===== src/rtl/fp_mul_arbiter.sv =====
// Round-robin arbiter/sequencer sharing one FP multiplier between two requesters.
// Optional WAIT-state abort with quiet-NaN result when FP_TIMEOUT_EN is defined.
module fp_mul_arbiter #(
    parameter int unsigned WIDTH   = 32,
    parameter int unsigned TIMEOUT = 64
) (
    input  logic             clk,
    input  logic             rst,
    input  logic             req0,
    input  logic [WIDTH-1:0] a0,
    input  logic [WIDTH-1:0] b0,
    output logic             ack0,
    output logic             done0,
    output logic [WIDTH-1:0] res0,
    output logic             err0,
    input  logic             req1,
    input  logic [WIDTH-1:0] a1,
    input  logic [WIDTH-1:0] b1,
    output logic             ack1,
    output logic             done1,
    output logic [WIDTH-1:0] res1,
    output logic             err1,
    output logic [WIDTH-1:0] ABus,
    output logic [WIDTH-1:0] BBus,
    output logic             startFP,
    input  logic             doneFP,
    input  logic [WIDTH-1:0] resBus,
    output logic             busy
);

    typedef enum logic [1:0] {IDLE, START, WAIT} state_t;

    localparam logic [WIDTH-1:0] QNAN = WIDTH'(32'h7FC0_0000);

    if (TIMEOUT < 1) begin : g_bad_timeout
        $error("TIMEOUT must be at least 1");
    end

    state_t           state, state_n;
    logic             grant, grant_n;
    logic             last_grant, last_n;
    logic             pick, fin, fin_err;
    logic [WIDTH-1:0] result;
    logic [WIDTH-1:0] abus_n, bbus_n, res0_n, res1_n;
    logic             ack0_n, ack1_n, done0_n, done1_n, err0_n, err1_n, start_n, busy_n;

`ifdef FP_TIMEOUT_EN
    localparam int unsigned CW = $clog2(TIMEOUT + 1);
    logic [CW-1:0] cnt, cnt_n;
`endif

    always_comb begin
        state_n = state;
        grant_n = grant;
        last_n  = last_grant;
        abus_n  = ABus;
        bbus_n  = BBus;
        res0_n  = res0;
        res1_n  = res1;
        err0_n  = err0;
        err1_n  = err1;
        ack0_n  = 1'b0;
        ack1_n  = 1'b0;
        done0_n = 1'b0;
        done1_n = 1'b0;
        start_n = 1'b0;
        pick    = 1'b0;
        fin     = 1'b0;
        fin_err = 1'b0;
        result  = resBus;
`ifdef FP_TIMEOUT_EN
        cnt_n   = cnt;
`endif
        case (state)
            IDLE: begin
                if (req0 || req1) begin
                    // On a tie the requester that was not served last wins
                    pick    = (req0 && req1) ? ~last_grant : req1;
                    grant_n = pick;
                    abus_n  = pick ? a1 : a0;
                    bbus_n  = pick ? b1 : b0;
                    ack0_n  = ~pick;
                    ack1_n  = pick;
                    state_n = START;
                end
            end
            START: begin
                start_n = 1'b1;
                state_n = WAIT;
`ifdef FP_TIMEOUT_EN
                cnt_n   = '0;
`endif
            end
            WAIT: begin
                if (doneFP) begin
                    fin = 1'b1;
                end
`ifdef FP_TIMEOUT_EN
                else if (cnt == CW'(TIMEOUT - 1)) begin
                    fin     = 1'b1;
                    fin_err = 1'b1;
                end else begin
                    cnt_n = cnt + 1'b1;
                end
`endif
            end
            default: state_n = IDLE;
        endcase

        if (fin) begin
            result = fin_err ? QNAN : resBus;
            if (grant) begin
                res1_n  = result;
                done1_n = 1'b1;
                err1_n  = fin_err;
            end else begin
                res0_n  = result;
                done0_n = 1'b1;
                err0_n  = fin_err;
            end
            last_n  = grant;
            state_n = IDLE;
        end

        busy_n = (state_n != IDLE);
    end

    always_ff @(posedge clk or posedge rst) begin
        if (rst) begin
            state      <= IDLE;
            grant      <= 1'b0;
            last_grant <= 1'b1;
            ABus       <= '0;
            BBus       <= '0;
            res0       <= '0;
            res1       <= '0;
            err0       <= 1'b0;
            err1       <= 1'b0;
            ack0       <= 1'b0;
            ack1       <= 1'b0;
            done0      <= 1'b0;
            done1      <= 1'b0;
            startFP    <= 1'b0;
            busy       <= 1'b0;
`ifdef FP_TIMEOUT_EN
            cnt        <= '0;
`endif
        end else begin
            state      <= state_n;
            grant      <= grant_n;
            last_grant <= last_n;
            ABus       <= abus_n;
            BBus       <= bbus_n;
            res0       <= res0_n;
            res1       <= res1_n;
            err0       <= err0_n;
            err1       <= err1_n;
            ack0       <= ack0_n;
            ack1       <= ack1_n;
            done0      <= done0_n;
            done1      <= done1_n;
            startFP    <= start_n;
            busy       <= busy_n;
`ifdef FP_TIMEOUT_EN
            cnt        <= cnt_n;
`endif
        end
    end

endmodule

===== config.mk =====
export PLATFORM = sky130hd
export DESIGN_NAME = fp_mul_arbiter
export DESIGN_NICKNAME = d
export VERILOG_FILES = /design/src/rtl/fp_mul_arbiter.sv
export SDC_FILE = /design/constraint.sdc
export NUM_CORES = 1
export LEC_CHECK = 0
export ABC_AREA = 1
export CORE_UTILIZATION = 45
export CTS_CLUSTER_DIAMETER = 60
export DETAILED_ROUTE_END_ITERATION = 10
export MAX_ROUTING_LAYER = met4
export PLACE_DENSITY = 0.92
export SLEW_MARGIN = 10
export SYNTH_ARGS = -nofsm -noshare
export SYNTH_HDL_FRONTEND = slang
export SYNTH_SLANG_ARGS = --single-unit

===== constraint.sdc =====
create_clock -name clk -period 7.8 [get_ports clk]
set_input_delay 1.56 -clock clk [delete_from_list [all_inputs] [get_ports clk]]
set_output_delay 1.56 -clock clk [all_outputs]
set_load 0.02 [all_outputs]

== After elaboration in Yosys (flattened, before gate mapping) ==
Cells that the tools add are included.

* Output and inout bits: 136
* Logic and storage cells: 42
* Bits in registers: 138
* Bits of input ports: 165

* Equality and inequality tests: 2
* Mux-type cells: 17
* Reductions and logical operators: 7
* Bitwise operators: 3

{| class="wikitable"
|+ Operators by type and width
! kind !! count
|-
| 32-bit two-way mux || 2
|-
| 1-bit two-way mux || 12
|-
| 2-bit one-hot mux with 3 select lines || 1
|-
| 2-bit AND reduction || 3
|-
| 2-bit two-way mux || 2
|-
| 1-bit inverter || 3
|-
| 2-bit by 1-bit equality test with 1-bit output (second input constant) || 1
|-
| 2-bit equality test (second input constant) || 1
|-
| 2-bit logical NOT || 1
|-
| 2-bit nonzero test || 1
|-
| 1-bit logical AND || 1
|-
| 1-bit logical OR || 1
|}

== Longest topological paths before layout ==
* Depth after elaboration: 5
* Mapped depth: 9
* Mapped depth without buffers: 7

== Worst setup path before layout ==
No wires, ideal clock.

* Path kind: input to register
* From: input doneFP
* To: register res1[10]
* Stages: 6
* Data required time: 7670 ps
* Path slack: 5409 ps
* Path buffers: 2
* Arrival: 2261 ps
* Setup time: 130 ps
* Cell sequence: nand2_1 > inv_1 > nand2_1 > buf_2 > clkbuf_1 > o21ai_0

* Cells in the longest elaborated chain, start to end: 3

{| class="wikitable"
|+ Ends and longest elaborated chain
! element !! RTL line !! RTL
|-
| from (decl) || 26 || <nowiki>input logic doneFP,</nowiki>
|-
| 1-bit two-way mux || 95 || <nowiki>if (doneFP) begin</nowiki>
|-
| 1-bit two-way mux || 74 || <nowiki>case (state)</nowiki>
|-
| 2-bit AND reduction (no line) || -- ||
|-
| to (signal assigned) || 155 || <nowiki>res1 <= res1_n;</nowiki>
|-
| to (decl) || 21 || <nowiki>output logic [WIDTH-1:0] res1,</nowiki>
|}

Every way passes these cells.
A chain may end at the register's enable or synchronous reset.

== Worst setup path in the final report ==
* From: input doneFP
* To: register res0[12]

* Cells in the longest elaborated chain, start to end: 3

{| class="wikitable"
|+ Ends and longest elaborated chain
! element !! RTL line !! RTL
|-
| 1-bit two-way mux || 95 ||
|-
| 1-bit two-way mux || 74 ||
|-
| 2-bit AND reduction (no line) || -- ||
|-
| to (signal assigned) || 154 || <nowiki>res0 <= res0_n;</nowiki>
|-
| to (decl) || 14 || <nowiki>output logic [WIDTH-1:0] res0,</nowiki>
|}

Every way passes these cells.

==> report_table.html <==
<table>
<tr><th>Metric</th><th>Value</th></tr>
<tr><th colspan="2">Status</th></tr>
<tr><td>Run status</td><td>finished, final reports clean</td></tr>
<tr><th colspan="2">Drt</th></tr>
<tr><td>Via density per instance</td><td>4.86</td></tr>
<tr><td>Wirelength, routed</td><td>19200 um</td></tr>
<tr><td>Via count of the routed design</td><td>6328</td></tr>
<tr><td>DRC violation total after the first TritonRoute iteration</td><td>443</td></tr>
<tr><td>Post-DR wirelength/cell</td><td>14.8 um</td></tr>
<tr><td>Residual antenna-violating net count after detailed routing</td><td>0</td></tr>
<tr><td>Drc violations</td><td>0</td></tr>
<tr><td>First drt pass iteration count</td><td>6</td></tr>
<tr><th colspan="2">Final layout</th></tr>
<tr><td>Final instance count without filler cells</td><td>1301</td></tr>
<tr><td>Area added between synthesis and finish</td><td>56.5%</td></tr>
<tr><td>Most frequent standard cell in the layout excluding fill and tap cells</td><td>clkdlybuf4s50_1</td></tr>
<tr><td>Share of layout cells above drive strength 1</td><td>4.11%</td></tr>
<tr><td>Layout Nets</td><td>1276</td></tr>
<tr><td>Core occupancy in the finished layout</td><td>72.1%</td></tr>
<tr><td>Most used cells in the layout excluding fill and tap cells</td><td>clkdlybuf4s50_1, nand2_1, inv_1, dfrtp_1, nand3_1</td></tr>
<tr><th colspan="2">Timing</th></tr>
<tr><td>Max-slew headroom</td><td>28.7%</td></tr>
<tr><td>Final TNS setup</td><td>0 ps</td></tr>
<tr><td>RSZ-0062 raised after global routing</td><td>false</td></tr>
<tr><td>Final-report hold violation count</td><td>0</td></tr>
<tr><td>Min Tclk post-route</td><td>3100 ps</td></tr>
<tr><td>Maximum operating frequency</td><td>323 MHz</td></tr>
<tr><td>Final clock skew</td><td>8.80 ps</td></tr>
<tr><td>Tcrit/Tclk final</td><td>39.7%</td></tr>
<tr><td>Slew at the pin closest to its max-slew limit</td><td>1070 ps</td></tr>
<tr><td>Slew Viols, Final</td><td>0</td></tr>
<tr><td>Setup-violating endpoint count in the final report</td><td>0</td></tr>
<tr><th colspan="2">CTS</th></tr>
<tr><td>Post-CTS Hold Fix Bufs</td><td>0</td></tr>
<tr><td>Number of H-tree levels</td><td>4</td></tr>
<tr><td>Total number of clock tree sinks</td><td>138</td></tr>
<tr><td>Clk Latency, worst-skew pair</td><td>410 ps</td></tr>
<tr><td>Number of buffers added by the clock tree synthesis step</td><td>17</td></tr>
<tr><td>Clock tree root buffer cell</td><td>clkbuf_16</td></tr>
<tr><td>CTS tree</td><td>done</td></tr>
<tr><td>Longest Clk Path Bufs</td><td>2</td></tr>
<tr><td>CTS clock-pin slew for the worst setup and hold paths</td><td>60 ps</td></tr>
<tr><td>Post-CTS Resized</td><td>0</td></tr>
<tr><td>Post-CTS setup buffer count</td><td>0</td></tr>
<tr><th colspan="2">Synthesis</th></tr>
<tr><td>Basic-gate share of the synthesized area counting and, or, nand and nor cells</td><td>26.2%</td></tr>
<tr><td>Main combinational cell family by area after synthesis</td><td>simple AND/OR/NAND/NOR gates</td></tr>
<tr><td>Number of synthesis warnings</td><td>0</td></tr>
<tr><td>Netlist area before placement</td><td>6400 um2</td></tr>
<tr><td>Per-instance average area after synthesis</td><td>7.68 um2</td></tr>
<tr><td>Synthesis-stage register bit count</td><td>138</td></tr>
<tr><td>Mux share of post-synthesis cell area</td><td>0%</td></tr>
<tr><td>Synthesized instance count</td><td>833</td></tr>
<tr><td>Cell type with the highest aggregate area in the netlist</td><td>dfrtp_1</td></tr>
<tr><td>Synth top area share</td><td>53.6%</td></tr>
<tr><td>Share of the yosys chip area belonging to registers</td><td>54.0%</td></tr>
<tr><td>Unique masters post-synth</td><td>15</td></tr>
<tr><td>XOR/XNOR share of the synthesized area</td><td>0%</td></tr>
<tr><td>Arithmetic-cell share of the synthesized area counting full adders, half adders and majority gates</td><td>0.782%</td></tr>
<tr><td>Compound-Gate Fraction of Synth Area</td><td>5.24%</td></tr>
<tr><td>Leading cell types by total area after synthesis</td><td>dfrtp_1, nand2_1, inv_1</td></tr>
<tr><th colspan="2">Run</th></tr>
<tr><td>Maxcap violations</td><td>0</td></tr>
<tr><th colspan="2">Power and ir drop</th></tr>
<tr><td>Sequential share of power</td><td>32.3%</td></tr>
<tr><td>Clock share of power</td><td>19.7%</td></tr>
<tr><td>Combinational Power Share</td><td>47.9%</td></tr>
<tr><td>Power density cells</td><td>390 nW/um2</td></tr>
<tr><td>Total power draw</td><td>3.91 mW</td></tr>
<tr><td>Internal power component</td><td>2.34 mW</td></tr>
<tr><td>Switching share of power</td><td>40.0%</td></tr>
<tr><td>Largest voltage drop on the vdd net</td><td>0.200 mV</td></tr>
<tr><td>Leakage power</td><td>5.23 nW</td></tr>
<tr><td>Psw</td><td>1.56 mW</td></tr>
<tr><th colspan="2">Floorplan</th></tr>
<tr><td>IO Count</td><td>301</td></tr>
<tr><td>Placement row count</td><td>43</td></tr>
<tr><td>Width of the chip</td><td>121 um</td></tr>
<tr><td>Overall die height</td><td>121 um</td></tr>
<tr><td>Die Footprint</td><td>14700 um2</td></tr>
<tr><td>Starting Density</td><td>46.1%</td></tr>
<tr><td>Core area</td><td>13900 um2</td></tr>
<tr><th colspan="2">Worst setup path</th></tr>
<tr><td>Slowest cell on the critical path</td><td>nand2_2</td></tr>
<tr><td>Required time at the worst-slack endpoint</td><td>8090 ps</td></tr>
<tr><td>Setup slack of the most critical reg-to-reg path</td><td>5620 ps</td></tr>
<tr><td>Peak per-stage delay on the critical path</td><td>600 ps</td></tr>
<tr><td>Worst path top cell family by delay</td><td>simple AND/OR/NAND/NOR gates</td></tr>
<tr><td>Startpoint type of the worst setup path</td><td>primary input</td></tr>
<tr><td>Kind of end point of the critical path</td><td>flop</td></tr>
<tr><td>Worst Path Arrival</td><td>3390 ps</td></tr>
<tr><td>Sum of buffers and inverters on the critical path</td><td>2</td></tr>
<tr><td>CP cell instances</td><td>clkdlybuf4s50_1 -&gt; nand2_1 -&gt; inv_1 -&gt; nand2_2 -&gt; o21ai_0</td></tr>
<tr><td>Worst Path Max Fanout</td><td>65</td></tr>
<tr><td>Critical path start-end classification</td><td>primary input to flop</td></tr>
<tr><th colspan="2">GRT</th></tr>
<tr><td>Total congestion overflow after global routing</td><td>0</td></tr>
<tr><td>Pin count of the biggest net entering global routing</td><td>73</td></tr>
<tr><td>Global-route usage over all layers</td><td>27.4%</td></tr>
<tr><td>Via count of the first global-routing pass</td><td>6241</td></tr>
<tr><td>Wire length of the first global-routing pass</td><td>30000 um</td></tr>
<tr><td>Antenna violations before repair</td><td>1</td></tr>
<tr><th colspan="2">Hold path</th></tr>
<tr><td>Path class of the lowest-slack min-delay path</td><td>flop to flop</td></tr>
<tr><th colspan="2">Placed design</th></tr>
<tr><td>Routability-driven placement congestion ratio</td><td>0.824</td></tr>
<tr><td>Port Buffers</td><td>298</td></tr>
<tr><td>Post-Place Cells</td><td>1268</td></tr>
<tr><td>Placed wire-length estimate after detailed placement</td><td>12900 um</td></tr>
</table>
[final timing paths]
path                                startpoint  cells past startpoint                   end
max in group asynchronous                  rst                      3  ABus[17]$_DFFE_PP0P_
hold / removal             ABus[2]$_DFFE_PP0P_                      2   ABus[2]$_DFFE_PP0P_
setup reg to reg            state[0]$_DFF_PP0_                      6  res0[12]$_DFFE_PP0P_
hold reg to reg            ABus[2]$_DFFE_PP0P_                      2   ABus[2]$_DFFE_PP0P_
min in group asynchronous                  rst                      2  res1[23]$_DFFE_PP0P_
setup / recovery                        doneFP                      5  res0[12]$_DFFE_PP0P_
[metrics by stage]
step	worst slack [ps]	hold slack (ps)	instance area (um2)
2_1_floorplan	2550	448	6400
3_3_place_gp	4360	461	9440
3_5_place_dp	4320	464	9440
4_1_cts	4730	480	10000
5_1_grt	4570	500	10000
6_report	4700	477	10000
[state kept, by name, indices dropped and copies added (netlist names), 2 cells and up]
name / count
ABus: 32
state: 2
res1: 32
BBus: 32
res0: 32
[per-layer routing]
layer / share of wire, % / routed length (um) / GRT usage, % / vias to the layer above
met4: 2.6 / 495 / 12.7 / 0
met1: 39 / 7460 / 29.9 / 2968
met3: 7.7 / 1480 / 6.72 / 41
li1: - / - / - / 3042
met5: 0 / 0 / - / -
met2: 51 / 9790 / 47.0 / 277
[power by group through the flow]
stage	clock, mW	combinational, mW	sequential (mW)
after floorplan	0	0.563	1.63
after global placement	0	1.82	1.25
after detailed placement	0	1.87	1.26
after CTS	0.785	1.89	1.26
after global routing	0.817	2.03	1.30
final	0.771	1.87	1.26
[kinds of logic after synthesis]
logic type / Yosys count
and+or+nand+nor: 402
buffers and inverters: 221
DFF: 138
AOI/OAI and AO/OA: 67
adders and majority gates: 4
other: 1
[area by class of cell]
| cell class | count | area, um2 |
|---|---|---|
| diodes | 1 | 2.50 |
| clock buffers | 20 | 457 |
| clock inverters | 12 | 115 |
| fillers | 1014 | 3870 |
| inverters | 171 | 647 |
| multi-input cells | 475 | 2090 |
| flip-flops and latches | 138 | 3450 |
| well taps | 180 | 225 |
| repair buffers | 304 | 3020 |
[cell usage after synthesis]
master	number
a21oi_1	1
buf_2	35
buf_4	2
clkbuf_1	13
conb_1	1
dfrtp_1	137
dfstp_2	1
ha_1	4
inv_1	171
nand2_1	269
nand3_1	128
nor2_1	4
nor2_4	1
o21ai_0	64
o21ai_1	2
[worst min-delay path: cells and delay by family, from the launching register on]
kind | cells | cell delay (ps)
and+or+nand+nor | 2 | 100
DFF | 1 | 340
No activity file was read; power rests on OpenSTA's default activity.
